--- src/rtl/sysid_read_timer.sv ---
// Per-read waitrequest counter with retry bookkeeping; expire = reissue now, exhausted = give up.
module sysid_read_timer #(
  parameter int TIMEOUT_CYCLES = 255,
  parameter int MAX_RETRIES    = 3
) (
  input  logic clock,
  input  logic reset,
  input  logic clear,
  input  logic tick,
  output logic expire,
  output logic exhausted
);

  logic [15:0] wait_cnt;
  logic [3:0]  retry_cnt;

  // tick on the edge that completes the TIMEOUT_CYCLES-th stalled cycle
  assign expire    = tick && (wait_cnt == 16'(TIMEOUT_CYCLES - 1));
  assign exhausted = expire && (retry_cnt == 4'(MAX_RETRIES));

  always_ff @(posedge clock) begin
    if (reset || clear) begin
      wait_cnt  <= '0;
      retry_cnt <= '0;
    end else if (expire) begin
      wait_cnt  <= '0;
      retry_cnt <= retry_cnt + 4'd1;
    end else if (tick) begin
      wait_cnt <= wait_cnt + 16'd1;
    end
  end

endmodule

--- config.mk ---
export PLATFORM = sky130hd
export DESIGN_NAME = sysid_read_timer
export DESIGN_NICKNAME = d
export VERILOG_FILES = /design/src/rtl/sysid_read_timer.sv
export SDC_FILE = /design/constraint.sdc
export NUM_CORES = 1
export LEC_CHECK = 0
export ABC_AREA = 1
export BUFFER_PORTS_ARGS = -buffer_cell sky130_fd_sc_hd__buf_2
export CORE_MARGIN = 8
export CORE_UTILIZATION = 63
export DETAILED_ROUTE_END_ITERATION = 7
export PLACE_DENSITY = 0.86
export SYNTH_ARGS = -nofsm -noshare
export SYNTH_HDL_FRONTEND = slang
export SYNTH_SLANG_ARGS = --single-unit
--- constraint.sdc ---
create_clock -name clock -period 2.4 [get_ports clock]
set_input_delay 0.24 -clock clock [delete_from_list [all_inputs] [get_ports clock]]
set_output_delay 0.24 -clock clock [all_outputs]
set_load 0.005 [all_outputs]
=== Yosys cells after proc, flatten, opt, wreduce, memory -nomap -nowiden ===
Cells that the tools add are included.

* Flip-flop bits (word level): 20

* $add $sub $neg: 2
* Equal/unequal tests: 2
* Reductions and logical operators: 4

{| class="wikitable"
|+ Operator list
! kind !! number
|-
| $add 16x1->16 const B || 1
|-
| $eq 16x8->1 const B || 1
|-
| $add 4x1->4 const B || 1
|-
| $eq 4x2->1 const B || 1
|-
| $logic_and 1x1->1 || 2
|-
| $reduce_or 2->1 || 1
|-
| $logic_or 1x1->1 || 1
|}

=== Longest topological paths before layout ===
Gate-level depths: netlist (run 1).

* Depth after elaboration: 3
* Mapped depth: 10
* Mapped depth without buffers: 9

=== Least setup slack after synthesis (run 1) ===
Ideal clock, no wire load.

* Path type: register to output
* Start point: register wait_cnt[0]
* End point: output port exhausted
* Data arrival time: 1.062 ns
* Data required time: 2.160 ns
* Setup slack: 1.098 ns
* Cell stages (with the launch flop): 9
* Path buffers: 0
* Cell sequence: dfxtp_1 inv_1 ha_1 nand3_1 nor2_2 nand2_2 inv_2 nand3_1 nor2_1

* Longest elaborated chain between the ends: 3

{| class="wikitable"
|+ RTL lines
! item !! line !! source
|-
| from (decl) || 14 || <nowiki>logic [15:0] wait_cnt;</nowiki>
|-
| from (signal assigned) || 29 || <nowiki>wait_cnt <= wait_cnt + 16'd1;</nowiki>
|-
| $eq 16x8->1 || 18 || <nowiki>assign expire = tick && (wait_cnt == 16'(TIMEOUT_CYCLES - 1));</nowiki>
|-
| $logic_and 1x1->1 || 18 ||
|-
| named net expire || 10 || <nowiki>output logic expire,</nowiki>
|-
| $logic_and 1x1->1 || 19 || <nowiki>assign exhausted = expire && (retry_cnt == 4'(MAX_RETRIES));</nowiki>
|-
| to (decl) || 11 || <nowiki>output logic exhausted</nowiki>
|}

The timed path passes the listed nets, and every way through them passes these cells.

=== Final worst setup path (run 1) ===
* Start point: register wait_cnt[7]
* End point: output port exhausted

* Longest elaborated chain between the ends: 3

{| class="wikitable"
|+ RTL lines
! item !! line
|-
| $eq 16x8->1 || 18
|-
| $logic_and 1x1->1 || 18
|-
| $logic_and 1x1->1 || 19
|}

No other way between the ends.

==> results of run 1 <==
[per-layer routing]
metal	vias up	GRT usage	share of wire
li1	512	-	-
met4	0	0.0664	0.018
met3	5	0.0199	0.027
met1	438	0.163	0.48
met2	12	0.218	0.48
met5	-	0	0
[area by class of cell]
type,instances,area (sq um)
Clock buffer,3,22.5
Fill cell,141,532
Inverter,17,66.3
Multi-Input combinational cell,118,631
Sequential cell,20,400
Tap cell,25,31.3
Timing Repair Buffer,5,25.0
[kinds of logic (layout without fill, tap and decap cells)]
group / count (synthesis) / in the layout / share of synthesized area
AO/OA/AOI/OAI: 12 / 12 / 0.0536
XOR/XNOR: 5 / 5 / 0.0391
adder cells (fa/ha/maj): 3 / 3 / 0.0335
buffers and inverters: 19 / 25 / 0.0793
flip-flops: 20 / 20 / 0.358
AND/OR/NAND/NOR: 98 / 98 / 0.437
[registers in the layout, summed over array words and instances, names as in the netlist]
signal	flops
retry_cnt	4
wait_cnt	16
[worst paths after layout]
kind	from	to	slack, ns
max	wait_cnt[7]	exhausted	0.64
min	reset	retry_cnt[0]	0.25
max reg2reg	wait_cnt[1]	wait_cnt[12]	0.95
min reg2reg	retry_cnt[1]	retry_cnt[1]	0.49
[power by group]
group / leakage (nW) / switching [mW] / internal (mW)
registers: 0.161 / 0.00101 / 0.333
logic: 0.268 / 0.0158 / 0.00652
clock network: 0.0138 / 0.0954 / 0.0585
total: 0.443 / 0.112 / 0.398
[worst max-delay path, cell delays in order (launching register included)]
cell and delay (ns):
dfxtp_1 0.41, nand2_1 0.10, inv_2 0.08, nand2_1 0.09
nor2_2 0.14, nand2_2 0.09, inv_2 0.07, nand3_1 0.06
nor2_1 0.07, buf_2 0.11
[cell usage in the layout, fill, tap and decap left out, types with 4 or more instances in the layout]
cell     instances
nor2_2           7
nand3_1         11
nand2_1         33
a21oi_1         10
nor3b_2          4
buf_2            5
nor2_1          29
dfxtp_1         20
inv_1           13
==> metrics.txt, run 1 <==
DRT iter0 DRCs=21; total power=510 uW; routed vias/inst=5.14; placed inst area=0.00115 sq mm; Syn Std Cell Area=0.00112 sq mm; R2R depth=8; I/O Pins=6; Longest Clk Path Bufs=2; Total GRT Usage=0.133; post-CTS sizing=0; DR vias=967; Final Util=0.689; minimum clock period=1.76 ns; Antenna Cells=0; Post-layout nets=172; total CTS buffers=3; die height=58.2 um; vias in the first global route=892; sequential share of the synthesized area=0.358; clock latency on the worst-skew pair=0.29 ns; share of layout cells above drive strength 1=0.196; Routed Antenna Nets=0; largest area contributor in the netlist=dfxtp_1; count leader, synth=nand2_1; period utilisation layout=0.735; Post-synth EDFFs=0; final hold slack=0.251 ns; first-pass GRT wire length=3650 um; Synth warnings=0; peak supply drop=0.368 mV; Crit path required time=2.16 ns; Worst setup SP type=flip-flop; Pleak=0.443 nW; Synth Register Bits=20; worst setup margin=0.636 ns; port bufs=5; Post CTS Setup Buffer Count=0; global route total overflow=0; Synth area leaders=dfxtp_1 36%, nand2_1 11%, nor2_1 9.7%; drt wl/cell=10.6 um; clock root cell=clkbuf_4; pwr dens=434 mW/mm^2; Mapped Avg Cell Area=7.13 sq um; status=completed; Sink Count=20; WS Path Type=flip-flop to primary output; final worst clock skew=0.00404 ns; hold depth=4; CORE AREA=0.00171 sq mm; Synth top cells by count=33 x nand2_1, 29 x nor2_1, 20 x dfxtp_1, 13 x inv_1, 11 x nand3_1; hpwl dp=1560 um; largest net degree at the start of global routing=13; # rows=15; Slew headroom=0.750; Crit. End Element=primary output; max-slew violations=0; Max Clk Rate=567 MHz; post-synth cell types=24; number of hold buffers added after cts=0; MaxCap Viol Count=0; cell count after synthesis=157; Setup WS pre-CTS=0.959 ns; DR pass1 iterations=4; worst slew pin tran=0.374 ns; unrepaired setup endpoints after global routing=false; Final Cell Area=0.00118 sq mm; die area=0.00338 sq mm; Top FF cell, synth=dfxtp_1; Die X=58.2 um; Cell Count, Final, Fillers Out=188; antenna violations before repair=0; Fin Setup TNS=0 ns; CP arrival=1.52 ns; Hold WC Path Type=primary input to flip-flop; final hold violation count=0; Area Overhead vs Synth=5.03%; CTS tree=done; Max FO, Critical Path=4; routability cong.=0.834; initial core utilization=0.656; clk slew on worst S/H paths=0.10 ns; # H-tree levels=1; # placed instances=185; Final setup viols=0; DRT Wirelength=2000 um; syn_nets=164; Yosys top cell area share=0.358; Residual DRC=0; Post-synth ARST share=0
No activity file was read; power rests on OpenSTA's default activity.
==> inputs of run 2 (changes only) <==
--- a/config.mk
+++ b/config.mk
@@ -8,9 +8,9 @@
 export ABC_AREA = 1
 export BUFFER_PORTS_ARGS = -buffer_cell sky130_fd_sc_hd__buf_2
 export CORE_MARGIN = 8
-export CORE_UTILIZATION = 63
+export CORE_UTILIZATION = 58
 export DETAILED_ROUTE_END_ITERATION = 7
-export PLACE_DENSITY = 0.86
+export PLACE_DENSITY = 0.8
 export SYNTH_ARGS = -nofsm -noshare
 export SYNTH_HDL_FRONTEND = slang
 export SYNTH_SLANG_ARGS = --single-unit
==> constraint.sdc (replaced) <==
create_clock -name clock -period 1.72 [get_ports clock]
set_input_delay 0.172 -clock clock [delete_from_list [all_inputs] [get_ports clock]]
set_output_delay 0.172 -clock clock [all_outputs]
set_load 0.005 [all_outputs]
==> metrics.txt, run 2 (same netlist as run 1, synthesis figures left out) <==
met2 wire len=1160 um; slowest cell on the critical path=dfxtp_2; Total GRT Usage=0.129; routed length on met1=1040 um; crit-path cells=inv_4, ha_4, nand3_2, nor2_4, nand2_2, inv_2, nand3_1, nor2_1, buf_2; clock root cell=clkbuf_4; worst slew pin tran=0.361 ns; routability cong.=0.821; Crit path required time=1.55 ns; final hold slack=0.152 ns; HP Start=reset; drt wl/cell=11.7 um; max-slew violations=0; Antenna Cells=0; Crit. End Element=primary output; global route total overflow=0; hpwl dp=1610 um; WS Path Type=flip-flop to primary output; Routed Antenna Nets=0; Residual DRC=0; Die X=59.9 um; R2R depth=11; # rows=16; largest reg by FF count=wait_cnt; hold depth=4; Reg2Reg Setup Slack=0.16 ns; final worst clock skew=0.0110 ns; Final setup viols=0; max reg flops=16; Hold WC Path Type=primary input to flip-flop; commonest non-fill, non-tap cell in the layout=nand2_1; first-pass GRT wire length=3630 um; DRT iter0 DRCs=21; CTS tree=done; die area=0.00359 sq mm; initial core utilization=0.595; largest net degree at the start of global routing=13; Worst setup SP type=flip-flop; MaxCap Viol Count=0; Area Overhead vs Synth=18.3%; Sink Count=20; DR vias=1,032; minimum clock period=1.63 ns; antenna violations before repair=0; DRT Wirelength=2340 um; clock latency on the worst-skew pair=0.31 ns; port bufs=5; final hold violation count=0; Max Clk Rate=614 MHz; share of layout cells above drive strength 1=0.335; Longest Clk Path Bufs=2; reg2reg start=wait_cnt[0]; Final Util=0.704; CP arrival=1.46 ns; I/O Pins=6; pwr dens=669 mW/mm^2; period utilisation layout=0.947; total CTS buffers=3; Slew headroom=0.759; routed vias/inst=5.16; met3 wire len=71 um; vias in the first global route=916; clk slew on worst S/H paths=0.12 ns; worst reg2reg endpoint=wait_cnt[8]; status=completed; Pleak=0.507 nW; # H-tree levels=1; max incr delay on CP=0.36 ns; Max FO, Critical Path=3; die height=59.9 um; Post-layout nets=181; most frequent cells in the layout=32 x nand2_1, 27 x nor2_1, 11 x inv_1, 11 x dfxtp_1; top sig layer=met4; CORE AREA=0.00188 sq mm; peak supply drop=0.633 mV; largest registers=wait_cnt (16), retry_cnt (4); WHS Endpoint=retry_cnt[0]; DR pass1 iterations=4
==> run 2: cell types whose count changed in the layout (fill, tap and decap cells not counted), sizes merged <==
cell / change
bufinv: +1
buf: +9
==> run 2: final cells by class <==
class,count,area (sq um)
clock buffer,3,22.5
clock inverter,1,30.0
fill,153,557
inverter,17,68.8
multi-input combinational,118,661
sequential,20,417
tap,27,33.8
timing repair buffer,14,92.6
==> run 2: how the worst max path moves through the flow <==
stage	startpoint	to	slack [ns]
finish	wait_cnt[0]	exhausted	0.09
floorplan	wait_cnt[1]	wait_cnt[12]	0.48
global route	wait_cnt[0]	exhausted	-0.03
detailed placement	wait_cnt[0]	exhausted	0.31
CTS	wait_cnt[0]	exhausted	0.01
global placement	wait_cnt[0]	exhausted	0.33
==> run 2: repair_timing <==
item,4_1_cts,5_1_grt
setup endpoints to repair,1,1
gates resized for setup,4,17
hold buffers,0,0
setup buffers,2,7
pin swaps,1,3
gates cloned,0,0
==> run 2: per-layer routing <==
| layer | vias to the layer above | GRT usage |
|---|---|---|
| met1 | 470 | 0.142 |
| met3 | 10 | 0.0215 |
| met2 | 23 | 0.229 |
| met5 | - | 0 |
| met4 | 0 | 0.0680 |
| li1 | 529 | - |
==> run 2: where the power goes <==
part	internal, mW	switching (mW)
registers	0.462	0.00185
logic	0.0134	0.0260
clock network	0.236	0.148
==> run 2: worst max-delay path, delay by kind of cell, from the launching register on <==
family | cells | cell delay, ns
simple gates | 5 | 0.40
fa+ha+maj | 1 | 0.14
flops | 1 | 0.36
buf+inv | 3 | 0.24
==> run 2: per-stage QoR <==
step | setup WS (ns) | power [mW] | setup TNS [ns] | cell area, sq um | cells
final | 0.0909 | 0.887 | 0 | 1330 | 200
after global routing | -0.0273 | 0.913 | -0.0273 | 1330 | 200
after CTS | 0.0135 | 0.891 | 0 | 1230 | 193
after detailed placement | 0.311 | 0.508 | 0 | 1160 | 187
after global placement | 0.329 | 0.507 | 0 | 1160 | 187
after floorplan | 0.483 | 0.504 | 0 | 1120 | 157
